===== src/rtl/jk_excitation_driver_if.sv =====
// Target-bit stream into the JK excitation driver: one desired flip-flop state
// per valid/ready transfer.
interface jk_excitation_driver_if;
  logic tgt_valid;
  logic tgt_data;
  logic tgt_ready;

  modport master (
    output tgt_valid,
    output tgt_data,
    input  tgt_ready
  );

  modport slave (
    input  tgt_valid,
    input  tgt_data,
    output tgt_ready
  );
endinterface


===== src/rtl/jk_excitation_driver.sv =====
// Closed-loop JK excitation driver: buffers target bits, drives an external JK
// flip-flop toward each one, then checks the resulting q / q1 pair.
module jk_excitation_driver #(
  parameter int DEPTH      = 4,
  parameter int CNT_W      = 8,
  parameter int USE_TOGGLE = 0
) (
  input  logic                  clk,
  input  logic                  rst,
  jk_excitation_driver_if.slave tgt,
  output logic                  j,
  output logic                  k,
  input  logic                  q_fb,
  input  logic                  q1_fb,
  output logic                  busy,
  output logic                  mismatch,
  output logic [CNT_W-1:0]      pass_count,
  output logic [CNT_W-1:0]      err_count
);

  localparam int          AW     = $clog2(DEPTH);
  localparam logic [AW:0] FULL_C = (AW+1)'(DEPTH);
  localparam logic [AW:0] ZERO_C = {(AW+1){1'b0}};

  typedef enum logic [1:0] {
    IDLE   = 2'd0,
    DRIVE  = 2'd1,
    SETTLE = 2'd2,
    CHECK  = 2'd3
  } state_t;

  // Inverse JK characteristic table: {J,K} that moves q to t on the next edge.
  function automatic logic [1:0] excite(input logic q, input logic t);
    logic [1:0] jk;
    if (q == t) begin
      jk = 2'b00;
    end else if (USE_TOGGLE != 0) begin
      jk = 2'b11;
    end else if (t) begin
      jk = 2'b10;
    end else begin
      jk = 2'b01;
    end
    return jk;
  endfunction

  function automatic logic [CNT_W-1:0] sat_inc(input logic [CNT_W-1:0] v);
    logic [CNT_W-1:0] r;
    if (&v) begin
      r = v;
    end else begin
      r = v + 1'b1;
    end
    return r;
  endfunction

  state_t           state_r;
  state_t           state_nxt_s;
  logic             mem_r [DEPTH];
  logic [AW-1:0]    wr_ptr_r;
  logic [AW-1:0]    rd_ptr_r;
  logic [AW:0]      count_r;
  logic [AW:0]      count_nxt_s;
  logic             ready_r;
  logic             busy_r;
  logic             tgt_r;
  logic             q_r;
  logic             j_r;
  logic             k_r;
  logic             mismatch_r;
  logic [CNT_W-1:0] pass_r;
  logic [CNT_W-1:0] err_r;
  logic             push_s;
  logic             pop_s;
  logic             nonempty_s;
  logic [1:0]       jk_nxt_s;
  logic             chk_pass_s;
  logic             chk_fail_s;

  assign push_s     = tgt.tgt_valid & ready_r;
  assign nonempty_s = (count_r != ZERO_C);

  assign tgt.tgt_ready = ready_r;
  assign j             = j_r;
  assign k             = k_r;
  assign busy          = busy_r;
  assign mismatch      = mismatch_r;
  assign pass_count    = pass_r;
  assign err_count     = err_r;

  // FSM next state, pop request, excitation and check verdict.
  always_comb begin
    state_nxt_s = state_r;
    pop_s       = 1'b0;
    jk_nxt_s    = 2'b00;
    chk_pass_s  = 1'b0;
    chk_fail_s  = 1'b0;
    case (state_r)
      IDLE: begin
        if (nonempty_s) begin
          pop_s       = 1'b1;
          state_nxt_s = DRIVE;
        end else begin
          state_nxt_s = IDLE;
        end
      end
      DRIVE: begin
        jk_nxt_s    = excite(q_r, tgt_r);
        state_nxt_s = SETTLE;
      end
      SETTLE: begin
        // j/k registered in DRIVE are on the pins for this whole cycle; clear them for CHECK.
        state_nxt_s = CHECK;
      end
      CHECK: begin
        if ((q_fb == tgt_r) && (q1_fb == ~q_fb)) begin
          chk_pass_s = 1'b1;
        end else begin
          chk_fail_s = 1'b1;
        end
        if (nonempty_s) begin
          pop_s       = 1'b1;
          state_nxt_s = DRIVE;
        end else begin
          state_nxt_s = IDLE;
        end
      end
      default: begin
        state_nxt_s = IDLE;
      end
    endcase
  end

  // FIFO occupancy after this cycle's push and pop.
  always_comb begin
    count_nxt_s = count_r;
    case ({push_s, pop_s})
      2'b10:   count_nxt_s = count_r + 1'b1;
      2'b01:   count_nxt_s = count_r - 1'b1;
      default: count_nxt_s = count_r;
    endcase
  end

  // FIFO storage; contents need no reset since occupancy gates every read.
  always_ff @(posedge clk) begin
    if (push_s) begin
      mem_r[wr_ptr_r] <= tgt.tgt_data;
    end
  end

  // Pointers, FSM state, registered pins and saturating counters.
  always_ff @(posedge clk) begin
    if (rst) begin
      state_r    <= IDLE;
      wr_ptr_r   <= {AW{1'b0}};
      rd_ptr_r   <= {AW{1'b0}};
      count_r    <= ZERO_C;
      ready_r    <= 1'b1;
      busy_r     <= 1'b0;
      tgt_r      <= 1'b0;
      q_r        <= 1'b0;
      j_r        <= 1'b0;
      k_r        <= 1'b0;
      mismatch_r <= 1'b0;
      pass_r     <= {CNT_W{1'b0}};
      err_r      <= {CNT_W{1'b0}};
    end else begin
      state_r    <= state_nxt_s;
      count_r    <= count_nxt_s;
      ready_r    <= (count_nxt_s != FULL_C);
      busy_r     <= (state_nxt_s != IDLE) || (count_nxt_s != ZERO_C);
      j_r        <= jk_nxt_s[1];
      k_r        <= jk_nxt_s[0];
      mismatch_r <= chk_fail_s;
      if (push_s) begin
        wr_ptr_r <= wr_ptr_r + 1'b1;
      end
      if (pop_s) begin
        rd_ptr_r <= rd_ptr_r + 1'b1;
        tgt_r    <= mem_r[rd_ptr_r];
        q_r      <= q_fb;
      end
      if (chk_pass_s) begin
        pass_r <= sat_inc(pass_r);
      end
      if (chk_fail_s) begin
        err_r <= sat_inc(err_r);
      end
    end
  end

endmodule

===== src/flat_wrapper.sv =====
// flat-port wrapper written by rule: the top's interface ports become plain ports
module jk_excitation_driver_flat 
#(
  parameter int DEPTH      = 4,
  parameter int CNT_W      = 8,
  parameter int USE_TOGGLE = 0
)
  (clk, rst, j, k, q_fb, q1_fb, busy, mismatch, pass_count, err_count, tgt_tgt_valid, tgt_tgt_data, tgt_tgt_ready);
  jk_excitation_driver_if tgt_i ();
  input  logic clk;
  input  logic rst;
  output logic j;
  output logic k;
  input  logic q_fb;
  input  logic q1_fb;
  output logic busy;
  output logic mismatch;
  output logic [CNT_W-1:0] pass_count;
  output logic [CNT_W-1:0] err_count;
  input wire logic [$bits(tgt_i.tgt_valid)-1:0] tgt_tgt_valid;
  input wire logic [$bits(tgt_i.tgt_data)-1:0] tgt_tgt_data;
  output wire logic [$bits(tgt_i.tgt_ready)-1:0] tgt_tgt_ready;
  assign tgt_i.tgt_valid = tgt_tgt_valid;
  assign tgt_i.tgt_data = tgt_tgt_data;
  assign tgt_tgt_ready = tgt_i.tgt_ready;
  jk_excitation_driver #(.DEPTH(DEPTH), .CNT_W(CNT_W), .USE_TOGGLE(USE_TOGGLE)) u_core (.clk(clk), .rst(rst), .tgt(tgt_i), .j(j), .k(k), .q_fb(q_fb), .q1_fb(q1_fb), .busy(busy), .mismatch(mismatch), .pass_count(pass_count), .err_count(err_count));
endmodule

===== config.mk =====
export PLATFORM = sky130hd
export DESIGN_NAME = jk_excitation_driver_flat
export DESIGN_NICKNAME = d
export VERILOG_FILES = /design/src/rtl/jk_excitation_driver_if.sv /design/src/rtl/jk_excitation_driver.sv /design/src/flat_wrapper.sv
export SDC_FILE = /design/constraint.sdc
export NUM_CORES = 1
export LEC_CHECK = 0
export BUFFER_PORTS_ARGS = -buffer_cell sky130_fd_sc_hd__buf_4
export CORE_MARGIN = 1
export CORE_UTILIZATION = 50
export DETAILED_ROUTE_END_ITERATION = 12
export HOLD_SLACK_MARGIN = 0.1
export PLACE_DENSITY = 0.79
export SYNTH_ARGS = -nofsm -noshare
export SYNTH_HDL_FRONTEND = slang
export SYNTH_SLANG_ARGS = --single-unit

===== constraint.sdc =====
create_clock -name clk -period 2.5 [get_ports clk]
set_input_delay 0.25 -clock clk [delete_from_list [all_inputs] [get_ports clk]]
set_output_delay 0.25 -clock clk [all_outputs]
set_load 0.02 [all_outputs]

# ---- Word level (Yosys, flattened, before mapping)
# Memories as Yosys holds them, arrays and structs flattened. A register that Yosys moved wholly into a read port is not among the register bits.
# Cells that the tools add are included.
# Widths: inputs -> output; s select.
dict set report word_totals {
  rom_bits 0
  ramBits 4
  elab_cells 57
  out_inout_bits 21
  mem_count 1
  in_bits 6
  latchBits 0
  register_bits 31
}
dict set report op_classes {
  muxes 12
  n_mul 0
  reduce_logical 12
  n_bitwise 5
  shift 0
  div_mod_pow 0
  eq_ne 9
  addsub 6
  order_cmp 0
}
# name depth width read_ports rd_clocked_by_memory_dff wr line_no
set mem_list {}
lappend mem_list {u_core.mem_r 4 1 1 1 1 jk_excitation_driver.sv:59} ;# logic mem_r [DEPTH];
# cell n
set ops {}
lappend ops {{$add 8x1->8 const B} 2}
lappend ops {{$reduce_and 8->1} 2}
lappend ops {{$mux 1} 9}
lappend ops {{$eq 2x2->1 const B} 3}
lappend ops {{$pmux 2 s3} 1}
lappend ops {{$pmux 3 s2} 1}
lappend ops {{$reduce_bool 3->1} 2}
lappend ops {{$add 2x1->2 const B} 2}
lappend ops {{$eq 2x1->1 const B} 2}
lappend ops {{$not 1->1} 4}
lappend ops {{$reduce_and 2->1} 2}
lappend ops {{$add 3x1->3 const B} 1}
lappend ops {{$eq 1x1->1} 3}
lappend ops {{$ne 3x3->1 const B} 1}
lappend ops {{$reduce_or 3->1} 1}
lappend ops {{$sub 3x1->3 const B} 1}
lappend ops {{$logic_not 2->1} 1}
lappend ops {{$mux 2} 1}
lappend ops {{$reduce_bool 2->1} 1}
lappend ops {{$reduce_or 2->1} 1}
lappend ops {{$and 1x1->1} 1}
lappend ops {{$logic_and 1x1->1} 1}
lappend ops {{$logic_or 1x1->1} 1}

# ---- Longest topological paths before layout
# Gate-level depths: netlist of run 1.
dict set report depth {
  word_depth 7
  mapped_depth 11
  ltp_nobuf 10
}

# ---- Worst setup path before layout of run 1
# Ideal clock, no wire load.
dict set report synth_path {
  path_kind {register -> register}
  startpoint {register u_core.state_r[0]}
  endpoint {register u_core.busy_r (netlist: u_core.busy)}
  setup_ps 127
  t_required_ps 2373
  stages_incl_launch_ff 12
  n_path_buf 1
  path_slack_ps -91
  arrival_ps 2464
  period_less_slack_ps 2591
  path_cell_list {dfxtp_1 > inv_1 > ha_1 > o31a_1 > clkbuf_1 > ha_1 > inv_1 > fa_1 > nor2b_1 > mux2_2 > a21oi_1 > or3_1}
}
dict set report synth_between {
  elab_chain_len 7
  elab_cells_between_ends 13
  cone_classes {eq/ne: 5; mux: 3; reduce/logical: 5}
}
# item line_no
set synth_rtl {}
lappend synth_rtl {{start: declaration} jk_excitation_driver.sv:57} ;# state_t state_r;
lappend synth_rtl {{start signal: assignment} jk_excitation_driver.sv:168} ;# state_r <= state_nxt_s;
lappend synth_rtl {{$eq 2x2->1 / $logic_not 2->1 (equally long branches)} jk_excitation_driver.sv:98} ;# case (state_r)
lappend synth_rtl {{$reduce_or 2->1 (no source line)} --}
lappend synth_rtl {{$mux 1} --}
lappend synth_rtl {{$eq 2x1->1 / $eq 2x2->1 (equally long branches)} jk_excitation_driver.sv:137} ;# case ({push_s, pop_s})
lappend synth_rtl {{$pmux 3 s2} jk_excitation_driver.sv:137}
lappend synth_rtl {{$reduce_bool 3->1} jk_excitation_driver.sv:171} ;# busy_r <= (state_nxt_s != IDLE) || (count_nxt_s != ZERO_C);
lappend synth_rtl {{$logic_or 1x1->1 *} jk_excitation_driver.sv:171}
lappend synth_rtl {{end signal: assignment} jk_excitation_driver.sv:171}
lappend synth_rtl {{end: declaration} jk_excitation_driver.sv:65} ;# logic busy_r;
# Every way passes the cells marked *; elsewhere a longest branch is shown, timed or not.
# A chain may end at the register's enable or synchronous reset.

# ---- Worst setup path after layout of run 1
# Same ends and word-level chain as after synthesis.

==> results of run 1 <==
-- worst reg2reg max path, stage by stage (launching register included) --
cell,delay [ns]
dfxtp_2,0.35
inv_1,0.06
ha_4,0.27
o31a_1,0.16
ha_2,0.18
inv_1,0.05
fa_1,0.49
nor2b_4,0.14
mux2_2,0.16
a21oi_1,0.06
or3_1,0.31
-- cell type report --
class                           instances  area, µm²
Clock buffer                            5       37.5
Clock inverter                          3       37.5
Fill cell                             322       1240
Inverter                               12       45.0
Multi-Input combinational cell        129        955
Sequential cell                        36        762
Tap cell                               46       57.6
Timing Repair Buffer                   30        228
-- registers in the layout, indices dropped and copies added (netlist names) --
register / flops
u_core.k: 1
u_core.tgt_r: 1
u_core.pass_count: 8
u_core.busy: 1
u_core.err_count: 8
u_core.count_r: 3
u_core.q_r: 1
u_core.rd_ptr_r: 2
u_core.mismatch: 1
u_core.tgt.tgt_ready: 1
u_core.j: 1
u_core.mem_r: 4
u_core.state_r: 2
u_core.wr_ptr_r: 2
-- placed cells by master, fill, tap and decap left out, drive strengths merged, types with 3 or more instances in the layout --
cell type  count
inv           12
buf           29
mux2i          4
clkbuf         5
nand4          8
dfxtp         32
and3           9
o21ai          5
nand2          6
a31oi          3
nor3           7
nor2          19
a21oi          9
edfxtp         4
a211oi         4
mux2           4
or3            3
xor2           3
ha            10
nor2b          4
nand3          8
-- kinds of logic (layout without fill, tap and decap cells) --
| kind of cell | Yosys count | in the layout | synth area share |
|---|---|---|---|
| AOI/OAI and AO/OA | 26 | 26 | 0.101 |
| DFF | 36 | 36 | 0.429 |
| xor gates and xnor gates | 5 | 5 | 0.0247 |
| and+or+nand+nor | 78 | 78 | 0.253 |
| buffers and inverters | 18 | 50 | 0.0479 |
| adders and majority gates | 11 | 11 | 0.0818 |
| muxes | 9 | 9 | 0.0628 |
-- what timing repair did --
item                       in CTS  in global routing
setup buffers                   0                  2
hold endpoints to repair        0                  4
hold buffers                    0                  1
setup endpoints to repair       2                  3
resized for setup               2                  5
pin swaps                       0                  1
-- power breakdown --
group | total (mW) | switching, mW | internal (mW)
clock network | 0.397 | 0.193 | 0.204
registers | 0.754 | 0.0777 | 0.677
logic | 0.618 | 0.302 | 0.316
-- layer usage --
metal / up-vias / part of all wire / track usage
met5: - / 0 / 0
met4: 0 / 0.011 / 0.0857
met3: 5 / 0.042 / 0.0546
met2: 25 / 0.48 / 0.321
met1: 690 / 0.46 / 0.242
li1: 717 / - / -
-- per-stage QoR --
stage                     power, mW  TNS, ns  utilization
after detailed placement       1.31  -0.0412        0.593
after global routing           1.89        0        0.631
after floorplan                1.17        0            -
final                          1.77        0        0.631
after CTS                      1.71        0        0.616
after global placement         1.28        0        0.593
-- final timing paths --
check	from	slack [ns]	endpoint	depth (start not counted)
min	q_fb	0.17	u_core.q_r	3
max	u_core.state_r[0]	0.15	u_core.busy	10
min reg2reg	u_core.q_r	0.46	u_core.j	1
max reg2reg	u_core.state_r[0]	0.15	u_core.busy	10
==> impl_metrics.toml, run 1 <==
[place]
io_buffers = 26
dp_slack_ns = -0.0412
post-place-cells = 250
place_area_mm2 = 0.00199
dp_hpwl_mm = 2.25
place.gp.congestion = 0.764

[layout]
design_area_mm2 = 0.00212
layout.nets = 231
num_antenna_cells = 0
stdcell_count = 261
drive_gt1_frac = 0.237
areaGrowthSynthToFinish_pct = 19.6

[critical_path]
end_kind = "register"
crit_path_start_kind = "register"
worstPathRequired_ns = 2.73
cp_top_family = "adder cells"
crit_fanout = 3
max_stage_delay_ns = 0.49
critPathBufInv = 2
critPathSlowestCell = "fa_1"
crit_arrival_ns = 2.58
cpMostUsedCell = "inv_1"
critPathKind = "register to register"
cp_cell_sequence = "inv_1 -> ha_4 -> o31a_1 -> ha_2 -> inv_1 -> fa_1 -> nor2b_4 -> mux2_2 -> a21oi_1 -> or3_1"

[clock_tree]
cts.sinks = 36
cts_tree = "done"
clkLatencyLatePin_ns = 0.33
clk_path_buf_depth = 2
clk_pin_slew_ns = 0.11
clockRootBuffer = "clkbuf_4"
cts_made_buffers = 5
htreeDepth = 2

[grt]
antenna_found_initial = 0
grt_start_max_net_pins = 36
track_usage = 0.196
grt_pass1_vias = 1277
grt_pass1_wl_mm = 5.48
grt-ovfl-total = 0

[sta]
period_minus_slack_ns = 2.35
relSlewSlack = 0.762
final-max-slew-violation-count = 0
grt_setup_unrepaired = "no"
final_hold_viol_count = 0
max_freq_mhz = 425
worst_hold_slack_ns = 0.169
setup_ws_ns = 0.150
setup-violations-final = 0
skew_ns = 0.00994
fin_crit_sh = 0.940
worstMarginPinSlew_ns = 0.358

[detailed_routing]
first_pass_iters = 4
wire_per_inst_um = 12.5
first_iter_violations = 93
ant_nets = 0
viasPerCell = 5.51
detailroute.via_count = 1437
drc = 0
drt_wl_total_mm = 3.26

[floorplanning]
die-width_um = 61.6
die_y_um = 61.6
core_mm2 = 0.00336
rows = 21
io_pins = 27
design.die.area_mm2 = 0.00379
initial_core_util = 0.528

[synth]
yosysSeqAreaShare = 0.429
synth_seq_cells = 36
yosysMostFrequentCell = "dfxtp_1"
yosysWarningCount = 0
synth_edf_count = 4
synth_largest_area_cell = "dfxtp_1"
synth_common_cells = "32 x dfxtp_1, 19 x nor2_1, 12 x inv_1, 10 x ha_1, 9 x a21oi_1"
synth.avg_cell_area_um2 = 9.70
ys_types = 49
synthArstFlopShare = 0
synth_top_area_frac = 0.361
syn_area_mm2 = 0.00177
synth_nets = 200
synth_ff_type = "dfxtp_1"
syn_inst = 183
synth_area_leaders = "dfxtp_1 36%, ha_1 7.1%, edfxtp_1 6.8%"

[flow_run]
maxCapViolCount = 0

[outcome]
status = "finished, final reports clean"

[power]
ir_worst_vdd_mv = 0.776
leakagePower_nw = 0.860
p_per_area_mw_per_mm2 = 834

[min_path]
hold_path.class = "input pin to register"
No activity file was read; power rests on OpenSTA's default activity.
==> run 2, diff against run 1 <==
--- a/config.mk
+++ b/config.mk
@@ -5,12 +5,14 @@
 export SDC_FILE = /design/constraint.sdc
 export NUM_CORES = 1
 export LEC_CHECK = 0
-export BUFFER_PORTS_ARGS = -buffer_cell sky130_fd_sc_hd__buf_4
+export ABC_AREA = 1
 export CORE_MARGIN = 1
-export CORE_UTILIZATION = 50
+export CORE_UTILIZATION = 56
 export DETAILED_ROUTE_END_ITERATION = 12
+export DONT_BUFFER_PORTS = 1
 export HOLD_SLACK_MARGIN = 0.1
 export PLACE_DENSITY = 0.79
+export REMOVE_ABC_BUFFERS = 1
 export SYNTH_ARGS = -nofsm -noshare
 export SYNTH_HDL_FRONTEND = slang
 export SYNTH_SLANG_ARGS = --single-unit
==> run 2 against run 1 <==
Flip-flop and latch count stayed put. Clock power is 19% lower. Final area is 3.3% lower. Final cell count is 18% higher. Area after synthesis is 7.3% higher. Critical path type unchanged. Largest cell class unchanged.
==> impl_metrics.toml, run 2 <==
[layout]
final_common_cell = "nand2_1"
areaGrowthSynthToFinish_pct = 7.82
layout.nets = 280
drive_gt1_frac = 0.125
final_cell_mix = "68 x nand2_1, 35 x inv_1, 31 x dfxtp_1"
utilization = 0.656
num_antenna_cells = 0
fillers = 277

[clock_tree]
clockRootBuffer = "clkbuf_4"
clk_path_buf_depth = 2
postCtsSetupBuffers = 0
cts.sinks = 36
clkLatencyLatePin_ns = 0.34
clk_pin_slew_ns = 0.10
htreeDepth = 2
cts_made_buffers = 5
cts_tree = "done"

[critical_path]
crit_fanout = 5
crit_arrival_ns = 2.48
worstPathRequired_ns = 2.70
r2r_cells = 14
crit_path_start = "u_core.state_r[0]"
cpMostUsedCell = "nand2_1"
critPathBufInv = 3
crit_path_start_kind = "register"
critPathSlowestCell = "fa_1"
rr_startpoint = "u_core.state_r[0]"
cp_top_family = "adder cells"
cp.depth = 14
cp_cell_sequence = "inv_1 -> ha_1 -> nand2_1 -> inv_2 -> ha_1 -> inv_1 -> fa_1 -> nand2_1 -> o21ai_2 -> nand2_1 -> nor2_1 -> nand2_1 -> nor2_1 -> nor2_1"
endpoint = "u_core.busy"
max_stage_delay_ns = 0.55
r2r-end = "u_core.busy"
r2r_slack_ns = 0.22
critPathKind = "register to register"
end_kind = "register"

[synth]
synthArstFlopShare = 0
synth_area_leaders = "dfxtp_1 34%, nand2_1 13%, inv_1 7.1%"
synth_largest_area_cell = "dfxtp_1"
synth.avg_cell_area_um2 = 7.49
synth_ff_type = "dfxtp_1"
synth_seq_cells = 36
syn_area_mm2 = 0.00190
yosysWarningCount = 0
synth_common_cells = "68 x nand2_1, 36 x inv_1, 32 x dfxtp_1, 28 x nor2_1"
yosysSeqAreaShare = 0.400
synth_edf_count = 4
synth_top_area_frac = 0.337
ys_types = 28
syn_inst = 254
yosysMostFrequentCell = "nand2_1"

[detailed_routing]
detailroute.via_count = 1515
wire_per_inst_um = 10.8
drt_wl_total_mm = 3.34
first_pass_iters = 4
drc = 0
first_iter_violations = 103
viasPerCell = 4.92
ant_nets = 0

[sta]
grt_setup_unrepaired = "no"
relSlewSlack = 0.404
setup-violations-final = 0
period_minus_slack_ns = 2.28
fin_crit_sh = 0.912
final_hold_viol_count = 0
skew_ns = 0.00335
setup_ws_ns = 0.220
worstMarginPinSlew_ns = 0.891
final-max-slew-violation-count = 0
max_freq_mhz = 439
fin_tns_setup_ns = 0

[power]
leakagePower_nw = 0.862
ir_worst_vdd_mv = 0.759
p_per_area_mw_per_mm2 = 842

[floorplanning]
die-width_um = 60.3
io_pins = 27
die_y_um = 60.3
core_mm2 = 0.00313
design.die.area_mm2 = 0.00364
initial_core_util = 0.608
rows = 20

[grt]
grt-ovfl-total = 0
use_met3 = 0.0823
grtUsageMet1 = 0.244
track_usage = 0.206
grt_pass1_vias = 1298
grt_start_max_net_pins = 23
grt_most_used_layer = "met2"
antenna_found_initial = 0
grtUsageMet2 = 0.320
grt_pass1_wl_mm = 5.32

[min_path]
hold_path.class = "input pin to register"

[place]
dp_slack_ns = 0.168
io_buffers = 0
dp_hpwl_mm = 2.36
place.gp.congestion = 0.752

[flow_run]
maxCapViolCount = 0

[outcome]
status = "finished, final reports clean"
-- run 2: per-stage QoR --
step                std cells  area (µm²)  total power [mW]  hold WS, ns
global route              308        2050              1.88        0.195
finish                    308        2050              1.73        0.179
CTS                       308        2050              1.72        0.175
global placement          297        1960              1.36        0.315
floorplan                 252        1900              1.24        0.312
detailed placement        297        1960              1.38        0.316
-- run 2: what timing repair did --
item                                   in CTS  in global routing
gates resized for setup                     0                  4
endpoints found under the hold margin      27                  0
hold buffers                                3                  0
setup endpoints to repair                   0                  2
-- run 2: how the worst min path moves through the flow --
stage,start,end,slack (ns),cells after the start
2_1_floorplan,rst,u_core.err_count[3],0.31,1
3_3_place_gp,rst,u_core.err_count[3],0.32,1
3_5_place_dp,rst,u_core.err_count[3],0.32,1
4_1_cts,rst,u_core.tgt.tgt_ready,0.17,2
5_1_grt,rst,u_core.tgt.tgt_ready,0.20,2
6_report,rst,u_core.tgt.tgt_ready,0.18,2
-- run 2: cell families after synthesis --
group                      synth area share
xor gates and xnor gates             0.0276
adders and majority gates            0.0763
buffers and inverters                0.0789
AOI/OAI and AO/OA                    0.0907
DFF                                   0.400
and+or+nand+nor                       0.327
-- run 2: layout make-up --
class                      instances  area [µm²]  share of cell area
inverter                          38         143              0.0695
timing repair buffer               4        37.5              0.0183
multi-input combinational        178         996               0.485
tap                               44        55.1              0.0268
sequential                        36         762               0.371
clock buffer                       8        58.8              0.0287
-- run 2: report_power, final --
part	internal, mW	switching (mW)
logic	0.234	0.398
clock network	0.139	0.183
registers	0.685	0.0899
-- run 2: layer usage --
metal	routed length (µm)	share of wire
met2	1550	0.46
met3	166	0.050
met5	0	0
met4	39	0.012
met1	1590	0.48
==> run 3, diff against run 2 <==
--- a/config.mk
+++ b/config.mk
@@ -6,8 +6,10 @@
 export NUM_CORES = 1
 export LEC_CHECK = 0
 export ABC_AREA = 1
+export CELL_PAD_IN_SITES_DETAIL_PLACEMENT = 1
+export CELL_PAD_IN_SITES_GLOBAL_PLACEMENT = 1
 export CORE_MARGIN = 1
-export CORE_UTILIZATION = 56
+export CORE_UTILIZATION = 41
 export DETAILED_ROUTE_END_ITERATION = 12
 export DONT_BUFFER_PORTS = 1
 export HOLD_SLACK_MARGIN = 0.1
==> run 3 against run 2 <==
Setup slack barely moved. Final area rose by 3.3%. Hold slack got worse by 0.053 ns. Clock power rose by 42%. Die area rose by 35%. Highest routed layer unchanged.
==> impl_metrics.toml, run 3 (synthesis results as in run 2) <==
[detailed_routing]
drt_wl_total_mm = 4.08
drc = 0
top_layer = "met4"
ant_nets = 0
first_iter_violations = 28
viasPerCell = 5.00
wl_met3_um = 148
wire_per_inst_um = 12.9
wl_met1_mm = 1.83
wl_met2_mm = 2.06
detailroute.via_count = 1580
first_pass_iters = 2

[layout]
num_antenna_cells = 0
final_common_cell = "nand2_1"
layout.nets = 280
final_cell_mix = "68 x nand2_1, 35 x inv_1, 32 x dfxtp_1"
stdcell_count = 316
areaGrowthSynthToFinish_pct = 11.4
drive_gt1_frac = 0.136

[grt]
grt-ovfl-total = 0
grt_start_max_net_pins = 23
antenna_found_initial = 0
grt_pass1_wl_mm = 7.04
grt_pass1_vias = 1645
track_usage = 0.178

[clock_tree]
clk_path_buf_depth = 2
clkLatencyLatePin_ns = 0.29
cts.sinks = 36
htreeDepth = 2
postCtsSetupBuffers = 0
cts_tree = "done"
clk_pin_slew_ns = 0.07
clockRootBuffer = "clkbuf_8"
cts_made_buffers = 5

[sta]
max_freq_mhz = 439
final-max-slew-violation-count = 0
fin_crit_sh = 0.912
worstMarginPinSlew_ns = 0.959
setup-violations-final = 0
period_minus_slack_ns = 2.28
relSlewSlack = 0.358
skew_ns = 0.00820
final_hold_viol_count = 0
grt_setup_unrepaired = "no"
fin_tns_setup_ns = 0

[min_path]
hold_path_end = "u_core.q_r"
worstHoldStart = "q_fb"
worstHoldPathCells = 2
hold_path.class = "input pin to register"

[floorplanning]
initial_core_util = 0.431
io_pins = 27
rows = 24
die_y_um = 70.1
core_mm2 = 0.00441
design.die.area_mm2 = 0.00492
die-width_um = 70.1

[critical_path]
r2r_slack_ns = 0.22
cpMostUsedCell = "nand2_1"
critPathBufInv = 3
crit_fanout = 5
critPathKind = "register to register"
crit_path_start_kind = "register"
worstPathRequired_ns = 2.64
crit_path_start = "u_core.state_r[0]"
crit_arrival_ns = 2.41
r2r_cells = 14
cp_top_family = "adder cells"
cp_cell_sequence = "inv_1 -> ha_4 -> nand2_1 -> inv_2 -> ha_1 -> inv_1 -> fa_1 -> nand2_1 -> o21ai_2 -> nand2_1 -> nor2_1 -> nand2_1 -> nor2_1 -> nor2_1"
r2r-end = "u_core.busy"
end_kind = "register"
critPathSlowestCell = "fa_1"
rr_startpoint = "u_core.state_r[0]"
max_stage_delay_ns = 0.53

[place]
io_buffers = 0
dp_hpwl_mm = 2.94
post-place-cells = 306
place.gp.congestion = 0.697

[power]
leakagePower_nw = 0.884
p_per_area_mw_per_mm2 = 899
power.share.sequential = 0.407
internal_power_mw = 1.19
p_comb_frac = 0.353
clkPwrFrac = 0.240
ir_worst_vdd_mv = 0.549
switchingPower_mw = 0.718
swShare = 0.377

[flow_run]
maxCapViolCount = 0

[outcome]
status = "finished, final reports clean"
[run 3: per-layer routing]
layer / global-route usage / vias up
met5: 0 / -
met4: 0.0667 / 0
met3: 0.0447 / 4
met2: 0.316 / 19
met1: 0.204 / 748
li1: - / 809
[run 3: per-stage QoR]
step	power (mW)	worst slack, ns	area [µm²]	utilization	hold WS [ns]
after floorplan	1.24	0.270	1900	-	0.312
after global placement	1.39	0.189	1980	0.448	0.321
after detailed placement	1.41	0.0992	1980	0.448	0.323
after CTS	1.89	0.0355	2100	0.475	0.107
after global routing	2.07	0.00305	2120	0.480	0.145
final	1.91	0.221	2120	0.480	0.126
[run 3: worst max path at each step]
stage	end	slack [ns]	depth (start not counted)
6_report	u_core.busy	0.22	14
5_1_grt	u_core.busy	0.003	14
4_1_cts	u_core.busy	0.04	14
3_5_place_dp	u_core.busy	0.1	14
3_3_place_gp	u_core.busy	0.19	14
2_1_floorplan	u_core.busy	0.27	14
[run 3: power groups by stage]
stage	Sequential, mW	Clock (mW)	Combinational, mW
after global routing	0.789	0.494	0.784
after global placement	0.782	0	0.605
after detailed placement	0.784	0	0.623
after floorplan	0.767	0	0.477
final	0.776	0.457	0.673
after CTS	0.772	0.482	0.637
[run 3: worst reg2reg max path, cell delays in order, from the launching register on]
cell     delay, ns
dfxtp_1       0.36
inv_1         0.09
ha_4          0.27
nand2_1       0.07
inv_2         0.09
ha_1          0.17
inv_1         0.07
fa_1          0.53
nand2_1       0.06
o21ai_2       0.08
nand2_1       0.08
nor2_1        0.09
nand2_1       0.05
nor2_1        0.08
nor2_1        0.04
[run 3: layout make-up]
class | instances | area (µm²)
clock buffer | 8 | 100
fill | 555 | 2290
tap | 52 | 65.1
timing repair buffer | 4 | 35.0
sequential | 36 | 761
inverter | 38 | 143
multi-input combinational | 178 | 1020
[run 3: timing repair]
action | in CTS | in global routing
hold endpoints to repair | 26 | 0
setup endpoints to repair | 0 | 3
hold buffers | 2 | 0
resized for setup | 0 | 5
